## config.mk

```make
export PLATFORM = sky130hd
export DESIGN_NAME = mac_row_requant
export DESIGN_NICKNAME = d
export VERILOG_FILES = /design/src/rtl/mac_row_requant.sv
export SDC_FILE = /design/constraint.sdc
export NUM_CORES = 1
export LEC_CHECK = 0
export CORE_MARGIN = 1.5
export CORE_UTILIZATION = 60
export DETAILED_ROUTE_END_ITERATION = 12
export GPL_TIMING_DRIVEN = 0
export PLACE_DENSITY = 0.9
export SYNTH_ARGS = -nofsm -noshare
export SYNTH_HDL_FRONTEND = slang
export SYNTH_SLANG_ARGS = --single-unit
```

## constraint.sdc

```tcl
create_clock -name clk_p -period 17.31 [get_ports clk_p]
set_clock_uncertainty 0.1 [all_clocks]
set_input_delay 4.3275 -clock clk_p [delete_from_list [all_inputs] [get_ports clk_p]]
set_output_delay 4.3275 -clock clk_p [all_outputs]
set_load 0.02 [all_outputs]
```

## src/rtl/mac_row_requant.sv

```systemverilog
// Requantizes a serial stream of signed accumulator elements and packs them into double-buffered
// output rows. Define MAC_REQUANT_RELU_EN to clamp negative results to zero after saturation.
module mac_row_requant #(
  parameter int unsigned DATA_WIDTH = 8,
  parameter int unsigned ACC_WIDTH  = 24,
  parameter int unsigned ROW_LEN    = 16,
  parameter int unsigned NUM_ROWS   = 8
) (
  input  logic                          clk_p,
  input  logic                          rst_p,
  input  logic [4:0]                    cfg_shift,
  input  logic [ACC_WIDTH-1:0]          in_data,
  input  logic                          in_valid,
  output logic                          in_ready,
  output logic [ROW_LEN*DATA_WIDTH-1:0] out_data,
  output logic                          out_valid,
  input  logic                          out_ready,
  output logic                          out_last,
  output logic                          sat_flag
);

  localparam int unsigned ExtW = ACC_WIDTH + 1;
  localparam int unsigned ColW = (ROW_LEN > 1) ? $clog2(ROW_LEN) : 1;
  localparam int unsigned RowW = (NUM_ROWS > 1) ? $clog2(NUM_ROWS) : 1;
  localparam logic [4:0] MaxShift = 5'(ACC_WIDTH - 1);
  localparam logic signed [ExtW-1:0] SatMax = ExtW'((2 ** (DATA_WIDTH - 1)) - 1);
  localparam logic signed [ExtW-1:0] SatMin = -ExtW'(2 ** (DATA_WIDTH - 1));

  typedef enum logic [1:0] {BufEmpty, BufFilling, BufFull} buf_state_e;

  buf_state_e                    buf_state_q [2];
  logic [ROW_LEN*DATA_WIDTH-1:0] buf_data_q  [2];
  logic                          buf_last_q  [2];
  logic [ColW-1:0]               col_q;
  logic [RowW-1:0]               row_q;
  logic                          wr_ptr_q;
  logic                          rd_ptr_q;
  logic                          sat_q;

  logic [4:0]             shift;
  logic signed [ExtW-1:0] acc_ext;
  logic signed [ExtW-1:0] rnd;
  logic signed [ExtW-1:0] sum;
  logic signed [ExtW-1:0] shifted;
  logic [DATA_WIDTH-1:0]  elem;
  logic                   sat;
  logic                   accept;
  logic                   release_row;
  logic                   row_done;

  // One extra bit of headroom so the rounding add cannot overflow.
  always_comb begin
    shift   = (cfg_shift > MaxShift) ? MaxShift : cfg_shift;
    acc_ext = {in_data[ACC_WIDTH-1], in_data};
    rnd     = '0;
    if (shift != 5'd0) begin
      rnd = ExtW'(1) << (shift - 5'd1);
    end
    sum     = acc_ext + rnd;
    shifted = sum >>> shift;
    sat     = 1'b0;
    if (shifted > SatMax) begin
      elem = SatMax[DATA_WIDTH-1:0];
      sat  = 1'b1;
    end else if (shifted < SatMin) begin
      elem = SatMin[DATA_WIDTH-1:0];
      sat  = 1'b1;
    end else begin
      elem = shifted[DATA_WIDTH-1:0];
    end
`ifdef MAC_REQUANT_RELU_EN
    if (elem[DATA_WIDTH-1]) begin
      elem = '0;
    end
`else
`endif
  end

  always_comb begin
    in_ready    = !((buf_state_q[0] == BufFull) && (buf_state_q[1] == BufFull));
    out_valid   = (buf_state_q[rd_ptr_q] == BufFull);
    out_data    = buf_data_q[rd_ptr_q];
    out_last    = out_valid && buf_last_q[rd_ptr_q];
    sat_flag    = sat_q;
    accept      = in_valid && in_ready;
    release_row = out_valid && out_ready;
    row_done    = accept && (col_q == ColW'(ROW_LEN - 1));
  end

  // Fill and release always target different buffers, so both updates may land together.
  always_ff @(posedge clk_p) begin
    if (rst_p) begin
      for (int i = 0; i < 2; i++) begin
        buf_state_q[i] <= BufEmpty;
        buf_data_q[i]  <= '0;
        buf_last_q[i]  <= 1'b0;
      end
      col_q    <= '0;
      row_q    <= '0;
      wr_ptr_q <= 1'b0;
      rd_ptr_q <= 1'b0;
      sat_q    <= 1'b0;
    end else begin
      if (accept) begin
        buf_data_q[wr_ptr_q][int'(col_q)*DATA_WIDTH +: DATA_WIDTH] <= elem;
        buf_state_q[wr_ptr_q] <= row_done ? BufFull : BufFilling;
        if (sat) begin
          sat_q <= 1'b1;
        end
      end
      if (row_done) begin
        buf_last_q[wr_ptr_q] <= (row_q == RowW'(NUM_ROWS - 1));
        col_q                <= '0;
        row_q                <= (row_q == RowW'(NUM_ROWS - 1)) ? '0 : row_q + 1'b1;
        wr_ptr_q             <= ~wr_ptr_q;
      end else if (accept) begin
        col_q <= col_q + 1'b1;
      end
      if (release_row) begin
        buf_state_q[rd_ptr_q] <= BufEmpty;
        rd_ptr_q              <= ~rd_ptr_q;
      end
    end
  end

endmodule

```

======== Word-level counts from Yosys, hierarchy flattened ========
Memories as Yosys holds them, arrays and structs flattened. A register that Yosys moved wholly into a read port is not among the register bits.
Index checks and enable logic that the tools add are counted.
word-level totals
  flip-flop bits (word level) ............. 10
  RAM bits ................................ 262
  output and inout bits ................... 132
  logic and storage cells ................. 78
  memories ................................ 3
memory list
  memory       depth  width  read ports  clocked after Yosys merged registers in  wr ports  RTL line  RTL
  buf_data_q   2      128    1           1                                        2         32        logic [ROW_LEN*DATA_WIDTH-1:0] buf_data_q [2];
  buf_state_q  2      2      3           1                                        2         31        buf_state_e buf_state_q [2];
  buf_last_q   2      1      1           1                                        2         33        logic buf_last_q [2];
cells by class
  add/sub/neg operators ................... 5
  magnitude comparators ................... 3
  equal/unequal tests ..................... 5
  shift-type cells ........................ 4
  multiplexer cells ....................... 38
  bitwise logic cells ..................... 2
  reduce and logical (&&, ||, !) cells .... 13
operators by type and width
  operator                                                        count
  two-way mux 128 bit                                             3
  OR reduction 128 bit                                            1
  variable shift 8 x 34 -> 128 bit, first input constant          1
  indexed part select 8 x 34 -> 128 bit                           1
  negation 7 -> 34 bit                                            1
  two-way mux 1 bit                                               27
  adder 24 x 25 -> 25 bit                                         1
  greater-than comparator 25 x 8 -> 1 bit, second input constant  1
  < comparator 25 x 8 -> 1 bit, second input constant             1
  two-way mux 25 bit                                              1
  left shift 1 x 5 -> 25 bit, first input constant                1
  >>> shifter 25 x 5 -> 25 bit                                    1
  two-way mux 8 bit                                               2
  == test 2 bit, second input constant                            3
  two-way mux 2 bit                                               3
  OR reduction 2 bit                                              3
  greater-than comparator 5 bit, second input constant            1
  logical AND 1 bit                                               5
  two-way mux 5 bit                                               1
  nonzero test 5 bit                                              1
  subtractor 5 x 1 -> 5 bit, second input constant                1
  adder 4 x 1 -> 4 bit, second input constant                     1
  == test 4 bit, second input constant                            1
  adder 3 x 1 -> 3 bit, second input constant                     1
  6 further kinds                                                 7

======== Logic depth before layout (Yosys ltp) ========
Gate-level depths: netlist (run 1).
  word-level depth ........................ 12
  mapped depth ............................ 24
  gate-level depth less buffers ........... 18

======== Worst setup path after synthesis (run 1) ========
No wires, ideal clock.
  path type ............................... input to register
  start point ............................. input cfg_shift[3]
  end point ............................... memory buf_data_q[0][126] (netlist bit), data pin
  setup time .............................. 0.171 ns
  data arrival time ....................... 8.826 ns
  slack ................................... 8.213 ns
  stages on the path ...................... 22
  cells stage by stage .................... and2_1 > clkbuf_1 > nor2_1 > nand2_1 > clkbuf_1 > nor2_1 > ha_1 > buf_2 > a21oi_1 > o21ai_1 > or2_1 > o2111ai_1 > a21oi_1 > or2_0 > buf_2 > a211o_1 > or3_1 > a21o_1 > a32oi_4 > a31oi_4 > buf_4 > nor4_2
RTL lines
  what             RTL line  RTL
  start, declared  11        input logic [4:0] cfg_shift,
  end, declared    32

==> results.yml, run 1 <==
logic_synthesis:
  ys_seq_area_frac: 0.4840
  async_flop_share: 0
  synth_xor_area_frac: 0.007902
  yosysWarnings: 0
  synth.top_cell.area_share: 0.4660
  synth_edf_count: 258
  synth_compound_area_frac: 0.1306
  synth_nets: 1616
  synth_top_family_by_area: "simple AND/OR/NAND/NOR gates"
  syn_area_per_cell_sq_um: 10.71
  synth_common_cells: "258 x edfxtp_1, 172 x nor3_1, 148 x nor2_1, 129 x mux2_2, 126 x nand2_1"
  synth-simple-area-share: 0.2092
  synth.most_common_cell: "edfxtp_1"
  synth_top_flop_cell: "edfxtp_1"
  syn_area_sq_um: 16630
  syn_inst: 1553
  ys_ff_latch: 273
  synth_area_leaders: "edfxtp_1 47%, mux2_2 8.7%, nor3_1 5.2%, nor4_2 3.7%, nor2_1 3.3%"
  synth_top_cell_by_area: "edfxtp_1"
  synthAdderAreaFrac: 0.02303
  synth_mux_area_frac: 0.1023
  synth_cell_types: 90
cells_and_area:
  final_cells: 2135
  antennaDiodeCount: 0
  fillers: 1717
  drive_gt1_frac: 0.1906
  multi_input_area_sq_um: 7881
  syn2layout_area_growth_pct: 17.95
  finalNetCount: 1807
  register_area_sq_um: 8048
clocking:
  insertion_delay_ps: 550
  clock_sinks: 273
  cts_buffers: 25
  cts_max_level: 1
  postCtsHoldBufs: 0
  cts_tree: "yes"
  cts_buffer_depth: 3
  cts_setup_buffers: 0
  clk_pin_slew_ps: 70
  root_buffer: "clkbuf_16"
  ctsResizeCount: 0
power:
  swShare: 0.2825
  leakage_nw: 6.786
  ir_drop_uv: 52.13
  comb_power_share: 0.171
  intPower_mw: 1.172
  clkPwrFrac: 0.369
  pwr-share-seq: 0.460
  power_density_nw_per_um2: 83.30
  p_total_mw: 1.633
  p_switching_uw: 461.4
drt:
  ant_nets: 0
  vias_per_cell: 7.314
  vias: 15616
  drt_iter0_drc: 3046
  drtPass1Iterations: 8
  wl_per_cell_um: 29.79
  drcViolationCount: 0
  wl_um: 63590
timing:
  fin_crit_ps: 11990
  slew_violations: 0
  timing.fmax_ghz: 0.08343
  fin_crit_sh: 0.6924
  finalHoldWorstSlack_ps: 396.8
  setup_viol: 0
  hold_violations: 0
  tightest_slew_ps: 1368
  slew_headroom: 0.07868
  fin_setup_tns_ps: 0
  rsz0062_at_grt: "no"
die:
  rows: 60
  core_sq_um: 27100
  die_x_um: 169.5
  start_util: 0.6135
  ioPinCount: 165
  dieArea_sq_um: 28720
  die_h_um: 169.5
critical_path:
  cp-start-kind: "input pin"
  worstSetupStartpoint: "cfg_shift[3]"
  crit_required_ps: 17480
  r2r-start: "col_q[0]"
  critPathTopFamily: "buffers and inverters"
  cp-end-kind: "flop"
  crit_buf_inv: 7
  critical_path_class: "input pin to flop"
  cp.arrival_ps: 12150
  crit_path_max_incr_delay_ps: 880
  path_max_fanout: 10
  path_cells: "clkdlybuf4s50_1, buf_1, a211o_1, clkbuf_1, clkbuf_1, nor2_1, ha_1, buf_2, o21a_1, a21oi_2, o211ai_2, buf_4, a21oi_1, a22oi_1, nor3b_1, a2111oi_0, o211ai_1, nor4b_1, nand4_1, nor2_1, buf_2, nor3_1"
  slowest_stage: "a2111oi_0"
worst_hold_path:
  min_from: "rd_ptr_q"
  hold_path.class: "flop to flop"
placement:
  dp_hpwl_um: 42680
  portBuffers: 163
  place_congestion: 1.051
  place_inst: 2089
global_routing:
  grt_max_degree: 17
  grt_pass1_vias: 15279
  grtUsageTotal: 0.4404
  antenna_found_initial: 0
  grt_pass1_wl_um: 93690
  overflow: 0
job:
  max-cap-violations: 0
run_status:
  status: "finished, final reports clean"
==> routing by layer <==
layer | share of wire | GRT usage
met1 | 0.31 | 0.4864
met2 | 0.45 | 0.7173
met3 | 0.14 | 0.1318
met4 | 0.097 | 0.3382
met5 | 0.00057 | 0
==> state kept, by name, summed over array words and instances, names as in the netlist, named ones only <==
signal	flops
rd_ptr_q	1
buf_last_q	2
row_q	3
sat_flag	1
buf_state_q	4
buf_data_q	256
col_q	4
wr_ptr_q	1
==> stage by stage <==
stage	area (sq um)	utilization	setup slack, ps
floorplan	16630	-	8213
global placement	18720	0.6909	5267
detailed placement	18740	0.6914	5225
CTS	19600	0.7234	5673
global route	19610	0.7236	5186
finish	19610	0.7236	5325
==> final cells by class <==
type,count,area share
plain buffers,133,0.03177
clock buffers,28,0.03248
clock inverters,18,0.01174
inverters,23,0.004402
multi-input cells,1124,0.4019
flip-flops and latches,273,0.4104
well taps,372,0.02374
repair buffers,164,0.08358
==> cell usage in the layout (no fill, tap or decap), types with 8 or more instances in the layout <==
master | Yosys | routed
clkdlybuf4s50_1 | 0 | 163
o31ai_1 | 8 | 8
nor4_2 | 49 | 51
buf_2 | 48 | 48
nor4_1 | 18 | 16
nand4_1 | 11 | 11
a31oi_1 | 13 | 13
o2111ai_1 | 9 | 9
and2_1 | 10 | 10
a21oi_1 | 60 | 60
buf_1 | 8 | 8
nor2_1 | 148 | 148
inv_1 | 22 | 22
clkbuf_16 | 0 | 25
o21a_1 | 15 | 15
clkbuf_1 | 66 | 69
nand2b_1 | 13 | 13
or3_1 | 13 | 13
o211ai_1 | 18 | 18
xnor2_1 | 8 | 8
nor3_1 | 172 | 172
o21ai_0 | 42 | 42
a21o_1 | 11 | 11
a211oi_1 | 9 | 9
nand2_1 | 126 | 126
mux2_2 | 129 | 129
nor3_2 | 21 | 21
mux2i_1 | 18 | 18
o21ai_1 | 8 | 8
edfxtp_1 | 258 | 258
o22ai_1 | 9 | 9
and3_1 | 9 | 9
nand3_1 | 20 | 20
ha_1 | 29 | 29
dfxtp_1 | 15 | 15
==> logic make-up after synthesis <==
group	Yosys count
DFF	273
other	1
muxes	150
xor gates and xnor gates	15
adders and majority gates	30
and+or+nand+nor	637
AOI/OAI and AO/OA	291
buffers and inverters	156
==> power groups by stage <==
stage	combinational, mW	clock, mW	sequential, mW
after floorplan	0.164	0	0.760
after global placement	0.258	0	0.761
after detailed placement	0.262	0	0.764
after CTS	0.266	0.587	0.750
after global routing	0.287	0.611	0.752
final	0.279	0.603	0.751
==> worst paths after layout <==
check,to,slack [ps],depth (start not counted)
hold reg to reg,buf_state_q[1][1],400,1
setup reg to reg,buf_data_q[0][40],12980,10
hold / removal,buf_state_q[1][1],400,1
setup / recovery,buf_data_q[0][54],5320,22
No activity file was read; power rests on OpenSTA's default activity.
==> run 2, diff against run 1 <==
--- a/config.mk
+++ b/config.mk
@@ -6,10 +6,10 @@
 export NUM_CORES = 1
 export LEC_CHECK = 0
 export CORE_MARGIN = 1.5
-export CORE_UTILIZATION = 60
+export CORE_UTILIZATION = 58
 export DETAILED_ROUTE_END_ITERATION = 12
 export GPL_TIMING_DRIVEN = 0
-export PLACE_DENSITY = 0.9
+export PLACE_DENSITY = 0.88
 export SYNTH_ARGS = -nofsm -noshare
 export SYNTH_HDL_FRONTEND = slang
 export SYNTH_SLANG_ARGS = --single-unit
==> constraint.sdc (replaced) <==
create_clock -name clk_p -period 12.1 [get_ports clk_p]
set_clock_uncertainty 0.1 [all_clocks]
set_input_delay 3.025 -clock clk_p [delete_from_list [all_inputs] [get_ports clk_p]]
set_output_delay 3.025 -clock clk_p [all_outputs]
set_load 0.02 [all_outputs]
==> run 2 against run 1 <==
Critical endpoint is now buf_data_q[0][0]. Worst setup slack worse by 3500 ps. Worst hold slack improved by 9.1 ps. First-iteration DRC count down 25%. Critical path type unchanged. Critical path depth unchanged. Sequential power up 42%. Die area up 3.4%. Sequential cell count stayed put. Clock power increased by 33%.
==> results.yml, run 2 (synthesized netlist as in run 1, its figures left out) <==
clocking:
  cts_max_level: 1
  insertion_delay_ps: 550
  clock_sinks: 273
  postCtsHoldBufs: 0
  root_buffer: "clkbuf_16"
  ctsResizeCount: 0
  clk_pin_slew_ps: 70
  cts_buffers: 26
  cts_buffer_depth: 3
  cts_setup_buffers: 0
  cts_tree: "yes"
cells_and_area:
  largestRegisters: "buf_data_q (256), buf_state_q (4), col_q (4)"
  final_cell_mix: "258 x edfxtp_1, 172 x nor3_1, 163 x clkdlybuf4s50_1, 148 x nor2_1, 129 x mux2_2"
  syn2layout_area_growth_pct: 17.69
  finalNetCount: 1808
  final_cells: 2143
  drive_gt1_frac: 0.1904
  final_common_cell: "edfxtp_1"
  antennaDiodeCount: 0
  post-route-util: 0.6986
  top_register: "buf_data_q"
  largest_reg_flops: 256
drt:
  ant_nets: 0
  drcViolationCount: 0
  drtPass1Iterations: 8
  vias: 15353
  wl_per_cell_um: 28.93
  vias_per_cell: 7.164
  wl_um: 61990
  drt_iter0_drc: 2292
placement:
  dp_hpwl_um: 42940
  place_inst: 2095
  place_congestion: 1.016
  portBuffers: 163
power:
  p_switching_uw: 653.2
  clkPwrFrac: 0.354
  leakage_nw: 6.778
  swShare: 0.2875
  comb_power_share: 0.174
  power_density_nw_per_um2: 116.1
  intPower_mw: 1.619
  pwr-share-seq: 0.472
  p_total_mw: 2.272
  ir_drop_uv: 79.76
timing:
  setup_viol: 0
  timing.fmax_ghz: 0.09688
  slew_headroom: 0.02900
  slew_violations: 0
  tightest_slew_ps: 1441
  hold_violations: 0
  fin_setup_tns_ps: 0
  fin_crit_sh: 0.8531
  rsz0062_at_grt: "no"
  fin_crit_ps: 10320
global_routing:
  grt_pass1_vias: 15167
  overflow: 0
  antenna_found_initial: 0
  grt_pass1_wl_um: 91490
  grtUsageTotal: 0.4194
  grt_max_degree: 16
worst_hold_path:
  hold_path.class: "flop to flop"
die:
  ioPinCount: 165
  dieArea_sq_um: 29690
  start_util: 0.5936
  rows: 61
  core_sq_um: 28010
  die_h_um: 172.3
  die_x_um: 172.3
critical_path:
  path_max_fanout: 10
  endpoint: "buf_data_q[0][0]"
  slowest_stage: "clkbuf_1"
  critical_path_class: "input pin to flop"
  cp.arrival_ps: 10560
  worstSetupStartpoint: "cfg_shift[3]"
  crit_path_max_incr_delay_ps: 570
  cp-end-kind: "flop"
  r2r_cells: 9
  path_cells: "clkdlybuf4s50_1, buf_1, a211o_1, clkbuf_1, clkbuf_1, nor2_1, ha_1, buf_2, a211oi_1, o21ai_1, or2_1, o211ai_1, o211a_1, o22ai_1, a211oi_2, o221ai_1, a2111oi_0, and4_1, buf_4, a31oi_4, buf_2, nor3_1"
  crit_required_ps: 12330
  reg2reg_slack_ps: 7840
  r2r-start: "col_q[0]"
  cp-start-kind: "input pin"
  r2r_end: "buf_data_q[0][40]"
job:
  max-cap-violations: 0
run_status:
  status: "finished, final reports clean"
run 2: changes by cell type in the layout (fill, tap and decap cells not counted), sizes merged:
cell      before  now
clkinvlp       3    0
bufinv         5    0
clkinv         8    9
clkbuf        94  104
inv           25   24
run 2: how the worst min path moves through the flow:
| stage | slack [ps] | end | cells past startpoint | startpoint |
|---|---|---|---|---|
| 2_1_floorplan | 360 | buf_state_q[0][0] | 2 | buf_state_q[0][0] |
| 3_3_place_gp | 370 | buf_state_q[0][0] | 2 | buf_state_q[0][0] |
| 3_5_place_dp | 380 | row_q[1] | 2 | row_q[1] |
| 4_1_cts | 410 | buf_state_q[0][0] | 2 | buf_state_q[0][0] |
| 5_1_grt | 430 | buf_state_q[1][0] | 1 | rd_ptr_q |
| 6_report | 410 | buf_state_q[0][0] | 2 | buf_state_q[0][0] |
run 2: metal layers:
metal / vias to the layer above / global-route usage / part of all wire
li1: 6328 / - / -
met4: 0 / 0.3395 / 0.096
met1: 7134 / 0.4671 / 0.32
met3: 417 / 0.1055 / 0.13
met5: - / 0 / 0
met2: 1474 / 0.6839 / 0.46
run 2: final cells by class:
class | count | area, sq um
well taps | 378 | 473.0
clock buffers | 38 | 747.0
fillers | 1897 | 8443
repair buffers | 164 | 1639
clock inverters | 10 | 70.07
inverters | 23 | 86.33
multi-input cells | 1124 | 7881
flip-flops and latches | 273 | 8048
plain buffers | 133 | 623.1
run 2: power groups by stage:
| stage | sequential, mW | combinational (mW) | clock, mW |
|---|---|---|---|
| floorplan | 1.09 | 0.235 | 0 |
| global placement | 1.09 | 0.370 | 0 |
| detailed placement | 1.09 | 0.376 | 0 |
| CTS | 1.07 | 0.379 | 0.787 |
| global route | 1.07 | 0.411 | 0.824 |
| finish | 1.07 | 0.395 | 0.805 |
run 2: stage by stage:
step / area (sq um) / hold slack (ps) / setup WS, ps
floorplan: 16630 / 355.4 / 4306
finish: 19570 / 405.9 / 1778
CTS: 19570 / 408.8 / 2011
detailed placement: 18750 / 383.9 / 1595
global placement: 18730 / 371.0 / 1415
global route: 19570 / 431.3 / 1468
run 2: worst max-delay path, delay by kind of cell:
kind | cells | cell delay [ps]
compound gates | 10 | 3220
buf+inv | 7 | 2710
simple gates | 4 | 1240
fa+ha+maj | 1 | 320
